## src/rtl/sw_seq_pkg.sv

```systemverilog
// Shared types and width helpers for the switch-to-bus sequencer.
package sw_seq_pkg;

  // Debounce FSM states: a STABLE state per level, a TO state while a change is being qualified.
  typedef enum logic [1:0] {
    LO_STABLE = 2'd0,
    LO_TO_HI  = 2'd1,
    HI_STABLE = 2'd2,
    HI_TO_LO  = 2'd3
  } deb_state_e;

  // Width of the debounce counter; it must hold 0 .. deb_cycles-1.
  function automatic int DEB_CNT_W(input int deb_cycles);
    return (deb_cycles <= 2) ? 1 : $clog2(deb_cycles);
  endfunction

  // Width of the pending-step counter; it must hold 0 .. pend_max.
  function automatic int PEND_W(input int pend_max);
    return (pend_max <= 1) ? 1 : $clog2(pend_max + 1);
  endfunction

endpackage

```

## src/rtl/sw_debounce.sv

```systemverilog
// Two-flop synchroniser plus debounce FSM; emits the debounced level and a
// one-cycle press event on each accepted rising level change.
module sw_debounce
  import sw_seq_pkg::*;
#(
  parameter int  DEB_CYCLES = 4,
  localparam int CW         = DEB_CNT_W(DEB_CYCLES)
) (
  input  logic       clk,
  input  logic       rst_n,
  input  logic       sw_raw,
  output logic       sw_level,
  output logic       press,
  output deb_state_e state_o
);

  localparam logic [CW-1:0] CNT_LAST = CW'(DEB_CYCLES - 1);

  logic          s1_q, sync_q;
  deb_state_e    state_q, state_d;
  logic [CW-1:0] cnt_q, cnt_d;
  logic          press_q, press_d;

  // State register: synchroniser, FSM state, counter and press event.
  always_ff @(posedge clk) begin
    if (!rst_n) begin
      s1_q    <= 1'b0;
      sync_q  <= 1'b0;
      state_q <= LO_STABLE;
      cnt_q   <= '0;
      press_q <= 1'b0;
    end else begin
      s1_q    <= sw_raw;
      sync_q  <= s1_q;
      state_q <= state_d;
      cnt_q   <= cnt_d;
      press_q <= press_d;
    end
  end

  // Next state: a mismatch must persist DEB_CYCLES more edges; any match restarts it.
  always_comb begin
    state_d = state_q;
    cnt_d   = cnt_q;
    press_d = 1'b0;
    case (state_q)
      LO_STABLE: begin
        if (sync_q) begin
          state_d = LO_TO_HI;
          cnt_d   = '0;
        end
      end
      LO_TO_HI: begin
        if (!sync_q) begin
          state_d = LO_STABLE;
          cnt_d   = '0;
        end else if (cnt_q == CNT_LAST) begin
          state_d = HI_STABLE;
          cnt_d   = '0;
          press_d = 1'b1;
        end else begin
          cnt_d = cnt_q + CW'(1);
        end
      end
      HI_STABLE: begin
        if (!sync_q) begin
          state_d = HI_TO_LO;
          cnt_d   = '0;
        end
      end
      HI_TO_LO: begin
        if (sync_q) begin
          state_d = HI_STABLE;
          cnt_d   = '0;
        end else if (cnt_q == CNT_LAST) begin
          state_d = LO_STABLE;
          cnt_d   = '0;
        end else begin
          cnt_d = cnt_q + CW'(1);
        end
      end
      default: begin
        state_d = LO_STABLE;
        cnt_d   = '0;
      end
    endcase
  end

  // Outputs: the debounced level is encoded in the state itself.
  always_comb begin
    sw_level = (state_q == HI_STABLE) || (state_q == HI_TO_LO);
    press    = press_q;
    state_o  = state_q;
  end

endmodule

```

## src/rtl/sw_bus_sequencer.sv

```systemverilog
// Stepped WIDTH-bit code generator driven by a debounced switch. Each press
// advances the code; steps queue up (up to PEND_MAX beyond a_data) while the
// consumer stalls.
// Handshake: a_data is a step offered while a_valid=1; it is consumed on an
// edge where a_valid && a_ready, and a_data stays constant until then.
module sw_bus_sequencer
  import sw_seq_pkg::*;
#(
  parameter int  WIDTH      = 2,
  parameter int  DEB_CYCLES = 4,
  parameter int  PEND_MAX   = 3,
  localparam int PW         = PEND_W(PEND_MAX)
) (
  input  logic             clk,
  input  logic             rst_n,
  input  logic             sw_raw,
  output logic [WIDTH-1:0] a_data,
  output logic             a_valid,
  input  logic             a_ready,
  output logic             sw_level,
  output logic             overflow,
  output deb_state_e       dbg_state,
  output logic [PW-1:0]    dbg_pend
);

  localparam logic [PW-1:0] PEND_LIMIT = PW'(PEND_MAX);

  logic             press;
  logic             transfer;
  logic [WIDTH-1:0] code_q, code_d;
  logic [WIDTH-1:0] data_q, data_d;
  logic             valid_q, valid_d;
  logic [PW-1:0]    pend_q, pend_d;
  logic             ovf_q, ovf_d;

  sw_debounce #(.DEB_CYCLES(DEB_CYCLES)) u_debounce (
    .clk      (clk),
    .rst_n    (rst_n),
    .sw_raw   (sw_raw),
    .sw_level (sw_level),
    .press    (press),
    .state_o  (dbg_state)
  );

  assign transfer = valid_q && a_ready;

  // Queue registers; reset discards every pending step.
  always_ff @(posedge clk) begin
    if (!rst_n) begin
      code_q  <= '0;
      data_q  <= '0;
      valid_q <= 1'b0;
      pend_q  <= '0;
      ovf_q   <= 1'b0;
    end else begin
      code_q  <= code_d;
      data_q  <= data_d;
      valid_q <= valid_d;
      pend_q  <= pend_d;
      ovf_q   <= ovf_d;
    end
  end

  // Step queue update; pending values are implicit since a_data + pend == code.
  always_comb begin
    code_d  = code_q;
    data_d  = data_q;
    valid_d = valid_q;
    pend_d  = pend_q;
    ovf_d   = 1'b0;
    if (press) begin
      if (!valid_q) begin
        code_d  = code_q + WIDTH'(1);
        data_d  = code_q + WIDTH'(1);
        valid_d = 1'b1;
      end else if (transfer) begin
        code_d = code_q + WIDTH'(1);
        if (pend_q == '0) data_d = code_q + WIDTH'(1);
        else              data_d = data_q + WIDTH'(1);
      end else if (pend_q < PEND_LIMIT) begin
        pend_d = pend_q + PW'(1);
        code_d = code_q + WIDTH'(1);
      end else begin
        ovf_d = 1'b1;
      end
    end else if (transfer) begin
      if (pend_q != '0) begin
        data_d = data_q + WIDTH'(1);
        pend_d = pend_q - PW'(1);
      end else begin
        valid_d = 1'b0;
      end
    end
  end

  // Output mapping.
  always_comb begin
    a_data   = data_q;
    a_valid  = valid_q;
    overflow = ovf_q;
    dbg_pend = pend_q;
  end

endmodule

```

## config.mk

```make
export PLATFORM = sky130hd
export DESIGN_NAME = sw_bus_sequencer
export DESIGN_NICKNAME = d
export VERILOG_FILES = /design/src/rtl/sw_seq_pkg.sv /design/src/rtl/sw_debounce.sv /design/src/rtl/sw_bus_sequencer.sv
export SDC_FILE = /design/constraint.sdc
export NUM_CORES = 1
export LEC_CHECK = 0
export ABC_AREA = 1
export CAP_MARGIN = 5
export CORE_MARGIN = 3
export CORE_UTILIZATION = 40
export DETAILED_ROUTE_END_ITERATION = 8
export PLACE_DENSITY = 0.69
export SLEW_MARGIN = 20
export SYNTH_ARGS = -nofsm -noshare
export SYNTH_HDL_FRONTEND = slang
export SYNTH_SLANG_ARGS = --single-unit
```

## constraint.sdc

```tcl
create_clock -name clk -period 1.05 [get_ports clk]
set_input_delay 0.21 -clock clk [delete_from_list [all_inputs] [get_ports clk]]
set_output_delay 0.21 -clock clk [all_outputs]
set_load 0.03 [all_outputs]
```

After elaboration in Yosys (flattened, before gate mapping)

Cells that the tools add are included.

Memories: 0
Bits in writable memories: 0
Memory bits (read-only): 0
Output and inout port bits: 9
Register bits: 15
Latch bits: 0

Div/mod/pow operators: 0
Multiplexer cells: 33
Multiply operators: 0
Add/sub/neg operators: 5
Shifts and indexed selects: 0
Order comparisons: 1
Bitwise gates (word level): 3
Reduce and logical (&&, ||, !) cells: 15
Equality and inequality tests: 13

Operators with widths:

| operator            | number |
|---|---|
| $mux 2              | 26 |
| $pmux 2 s4          | 2 |
| $add 2x1->2 const B | 4 |
| $ne 2x2->1 const B  | 4 |
| $eq 2x2->1 const B  | 3 |
| $reduce_and 2->1    | 3 |
| $reduce_and 3->1    | 2 |
| $reduce_bool 2->1   | 3 |
| $mux 1              | 5 |
| $reduce_and 5->1    | 1 |
| $logic_not 2->1     | 2 |
| $ne 2x1->1 const B  | 2 |
| $reduce_and 4->1    | 1 |
| $reduce_or 4->1     | 1 |
| $ne 3x1->1 const B  | 1 |
| $ne 3x2->1 const B  | 1 |
| $ne 3x3->1 const B  | 1 |
| $not 1->1           | 3 |
| $eq 2x1->1 const B  | 1 |
| $lt 2x2->1 const B  | 1 |
| $sub 2x1->2 const B | 1 |
| $logic_and 1x1->1   | 1 |
| $logic_or 1x1->1    | 1 |

Longest topological paths before layout

Depth after elaboration: 5
Gate-level depth with buffers: 7
Gate-level depth less buffers: 7

By module

Synthesis repeated with hierarchy kept, for this count alone.

Cell total of the unflattened synthesis: 102
Area, all modules: 744.5 um^2

Modules (own cells, without submodules):

| module           | area an instance (um^2) | cells each | instances | seq. area each (um^2) |
|---|---|---|---|---|
| sw_bus_sequencer | 455.4                   | 66         | 1         | 160.2 |
| sw_debounce      | 289.0                   | 36         | 1         | 140.1 |

Least setup slack after synthesis

OpenSTA, ideal clock, no wires.

Path type: register to register
Start point: register valid_q (netlist: a_valid)
End point: register pend_q[1] (netlist: dbg_pend[1])
Stages on the path, launching flop included: 7
Arrival time: 1102 ps
Setup time: 110 ps
Slack: -162 ps
Path through: dfxtp_1 -> nand2_1 -> clkinv_1 -> nand3_2 -> and2_4 -> nor2_2 -> nor2_1

Longest elaborated chain between the ends: 3
Elaborated cells on any way between the ends: 6
Those cells by class: eq/ne: 3; reduce/logical: 3

Ends and longest elaborated chain:

| element                                             | line                   | text |
|---|---|---|
| from (decl)                                         | sw_bus_sequencer.sv:32 | `logic valid_q, valid_d;` |
| from (signal assigned)                              | sw_bus_sequencer.sv:58 | `valid_q <= valid_d;` |
| $logic_and 1x1->1                                   | sw_bus_sequencer.sv:45 | `assign transfer = valid_q && a_ready;` |
| $ne 3x2->1 (no source line) (tied with other cells) | -                      |  |
| $reduce_and 5->1 (no source line) *                 | -                      |  |
| to (signal assigned)                                | sw_bus_sequencer.sv:59 | `pend_q <= pend_d;` |
| to (decl)                                           | sw_bus_sequencer.sv:33 | `logic [PW-1:0] pend_q, pend_d;` |

Every way passes the cells marked *; elsewhere a longest branch is shown, timed or not.
A chain may end at the register's enable or synchronous reset.

Worst setup path after layout

Start point: register pend_q[1] (netlist: dbg_pend[1])
End point: register code_q[1]

Longest elaborated chain between the ends: 3

Ends and longest elaborated chain:

| element                           | line                   | text |
|---|---|---|
| $lt 2x2->1                        | sw_bus_sequencer.sv:80 | `end else if (pend_q < PEND_LIMIT) begin` |
| $ne 3x2->1 (no source line)       | -                      |  |
| $reduce_and 2->1 (no source line) | -                      |  |
| to (signal assigned)              | sw_bus_sequencer.sv:56 | `code_q <= code_d;` |
| to (decl)                         | sw_bus_sequencer.sv:30 | `logic [WIDTH-1:0] code_q, code_d;` |

No other way between the ends.

==> run summary <==
outcome = finished, violations left
failing checks = negative setup slack
Flop pwr share = 0.598
XOR/XNOR share of the synthesized area = 0.0380
CTS Buf Count = 3
Peak VDD IR = 0.805 mV
measured slew at the worst slew-check pin = 0.193 ns
CTS tree = built
Hold Path Class = reg -> reg
post-route ant nets = 0
maximum clock insertion buffer count = 2
Crit Reg-Reg Startpoint = dbg_pend[1]$_SDFFE_PN0P_
setup slack at placement = -0.300 ns
Setup TNS = -0.00198 ns
row cnt = 14
Slew HR = 0.871
gpl congestion = 0.872
post-route setup slack = -0.00198 ns
Int Pwr = 729 uW
Reg2Reg Depth = 5
Starting Density = 0.444
Die Height = 47.6 um
post-route insts no fill = 134
Die Wd = 47.6 um
die area = 2260 um^2
placed insts = 128
slowest cell on the critical path = dfxtp_4
Final Slew Violations = 0
Hold Path Origin = u_debounce.s1_q$_SDFF_PN0_
H-tree Lvls = 1
r2r endpoint = code_q[1]$_SDFFE_PN0P_
first-pass GRT wire length = 2240 um
synthesis-stage register bit count = 15
Top delay family on crit path = flip-flops
Final Hold Vio Count = 0
Pre-antenna DRT Iters = 4
clock-pin slew on the worst setup and hold paths = 0.09 ns
max-cap viol count = 0
area delta synth->final = 46.3%
DR vias/cell = 4.89
largest family of logic cells by synthesized area = simple AND/OR/NAND/NOR gates
CP Max Fanout = 4
Crit path largest cell delay = 0.38 ns
Avg WL per Cell = 11.0 um
root buf cell = clkbuf_4
Final Skew = 0.00375 ns
ant diodes = 0
leakage = 0.000505 uW
RSZ-0062 raised after global routing = yes
DRC violations left = 0
Clk network pwr share = 0.357
worst path arrival time = 1.28 ns
Mapped Nets = 100
crit start category = flip-flop
initial antenna violation count = 0
post-synthesis compound-gate area fraction = 0.0705
nets = 124
critical path class = reg -> reg
layout cells sized above 1 = 0.466
pwr dens = 933 nW/um^2
post-synthesis adder-cell area fraction = 0.0181
io pins = 13
Seq/Total Area, Yosys = 0.434
Final period util = 1.00
worst skew pair latency = 0.28 ns
worst hold path depth = 2
P_sw = 215 uW
IO buf count = 12
Total Routing Usage GR = 0.140
cell breakdown of the critical path = nand2_4, buf_4, o21ai_4, or2_1, a21oi_2
min Tclk post-route = 1.05 ns
Netlist cell types = 23
gr ovfl total = 0
setup violators final = 1
required time worst endpoint = 1.28 ns
Avg Cell Area, Syn = 7.28 um^2
Logic pwr share = 0.045
First DRT Iteration DRCs = 9
Worst path depth = 5
reg-to-reg setup timing slack = -0.002 ns
post-synthesis cell area = 692 um^2
Synth Warn # = 0
routed vias = 655
Core Region = 1560 um^2
Simple-Gate Fraction of Synth Area = 0.353
hold path endpoint = u_debounce.sync_q$_SDFF_PN0_
Min Hold Slack = 0.432 ns
Sw Share = 0.228
Post-Synthesis Cells = 95
DP HPWL = 1090 um
Buffers & Inverters on Critical Path = 1
CP Capture Type = flip-flop
vias in the first global route = 568
Max Clock Freq = 951 MHz
pin count of the biggest net entering global routing = 11
drt total wl = 1480 um
mux contribution to synthesized area = 0
Sink Count = 15
-- through the flow --
stage                     utilization  instance area (um^2)  total power, uW
final                           0.649                  1010              944
after global routing            0.649                  1010              996
after CTS                       0.593                   925              965
after detailed placement        0.554                   863              622
after global placement          0.554                   863              621
after floorplan                     -                   704              600
-- cell type report --
cell class              count  area, um^2
clock buffers               3        22.5
clock inverters             1        6.26
fillers                   124         547
inverters                  13        48.8
multi-input cells          65         407
flip-flops and latches     15         322
well taps                  16        20.0
repair buffers             21         186
-- routing by layer --
metal	global-route usage	up-vias	part of all wire
met1	0.173	298	0.46
met4	0.0968	0	0.012
li1	-	345	-
met5	0	-	0
met2	0.211	10	0.49
met3	0.0338	2	0.037
-- synthesized netlist by cell type --
cell type  number  area, um^2
a21oi_1         4        20.0
and2_4          1        8.76
and3_1          1        6.26
buf_4           1        7.51
clkbuf_1        1        3.75
clkinv_1        1        3.75
dfxtp_1        15         300
ha_1            1        12.5
inv_1           8        30.0
inv_2           4        15.0
nand2_1        23        86.3
nand3_1         7        35.0
nand3_2         2        20.0
nand3b_1        1        7.51
nand4_1         2        12.5
nor2_1         10        37.5
nor2_2          3        18.8
nor3_1          1        5.00
o21ai_1         4        20.0
o21ai_2         1        8.76
or2_1           1        6.26
xnor2_1         1        8.76
xor2_1          2        17.5
-- power groups by stage --
stage	clock network, uW	registers, uW	logic [uW]
6_report	337	565	42.4
4_1_cts	357	566	41.2
2_1_floorplan	0	583	16.8
5_1_grt	385	565	45.9
3_5_place_dp	0	582	40.0
3_3_place_gp	0	582	39.5
-- worst reg2reg max path, cell delays in order, from the launching register on --
cell and delay [ns]:
dfxtp_4 0.38, nand2_4 0.08, buf_4 0.13, o21ai_4 0.06
or2_1 0.24, a21oi_2 0.12
-- worst max-delay path by stage --
stage	from	endpoint	slack (ns)
2_1_floorplan	dbg_pend[0]$_SDFFE_PN0P_	dbg_pend[1]$_SDFFE_PN0P_	0.009
3_3_place_gp	a_ready	a_data[1]$_SDFFE_PN0P_	-0.27
3_5_place_dp	a_ready	code_q[1]$_SDFFE_PN0P_	-0.30
4_1_cts	a_data[1]$_SDFFE_PN0P_	a_data[1]	0.0004
5_1_grt	a_valid$_SDFFE_PN0P_	a_data[1]$_SDFFE_PN0P_	-0.05
6_report	dbg_pend[1]$_SDFFE_PN0P_	code_q[1]$_SDFFE_PN0P_	-0.002
-- cell families (layout without fill, tap and decap cells) --
kind of cell	Yosys count	in the layout
and+or+nand+nor	52	52
DFF	15	15
buffers and inverters	15	38
AOI/OAI and AO/OA	9	9
xor gates and xnor gates	3	3
adders and majority gates	1	1
-- repair_timing --
| action | in CTS | in global routing |
|---|---|---|
| hold buffers | 0 | 0 |
| endpoints found under the hold margin | 0 | 0 |
| pin swaps | 0 | 13 |
| endpoints found under the setup margin | 7 | 15 |
| setup buffers | 0 | 2 |
| resized for setup | 10 | 21 |
-- state kept, by name, indices dropped and copies added (netlist names), named ones only --
signal	count
a_data	2
a_valid	1
code_q	2
dbg_pend	2
overflow	1
u_debounce.cnt_q	2
u_debounce.press	1
u_debounce.s1_q	1
u_debounce.state_o	1
u_debounce.sync_q	1
-- layout by cell type (no fill, tap or decap), drive strengths merged --
| cell type | synthesis | layout |
|---|---|---|
| or2 | 1 | 1 |
| clkdlybuf4s50 | 0 | 2 |
| inv | 12 | 14 |
| nand2 | 23 | 23 |
| and2 | 1 | 1 |
| dlymetal6s2s | 0 | 1 |
| nor2 | 13 | 13 |
| buf | 1 | 18 |
| xor2 | 2 | 2 |
| xnor2 | 1 | 1 |
| nor3 | 1 | 1 |
| dfxtp | 15 | 15 |
| and3 | 1 | 1 |
| nand4 | 2 | 2 |
| clkbuf | 1 | 3 |
| ha | 1 | 1 |
| o21ai | 5 | 5 |
| nand3b | 1 | 1 |
| a21oi | 4 | 4 |
| nand3 | 9 | 9 |
Power figures use the tool's default switching activity.
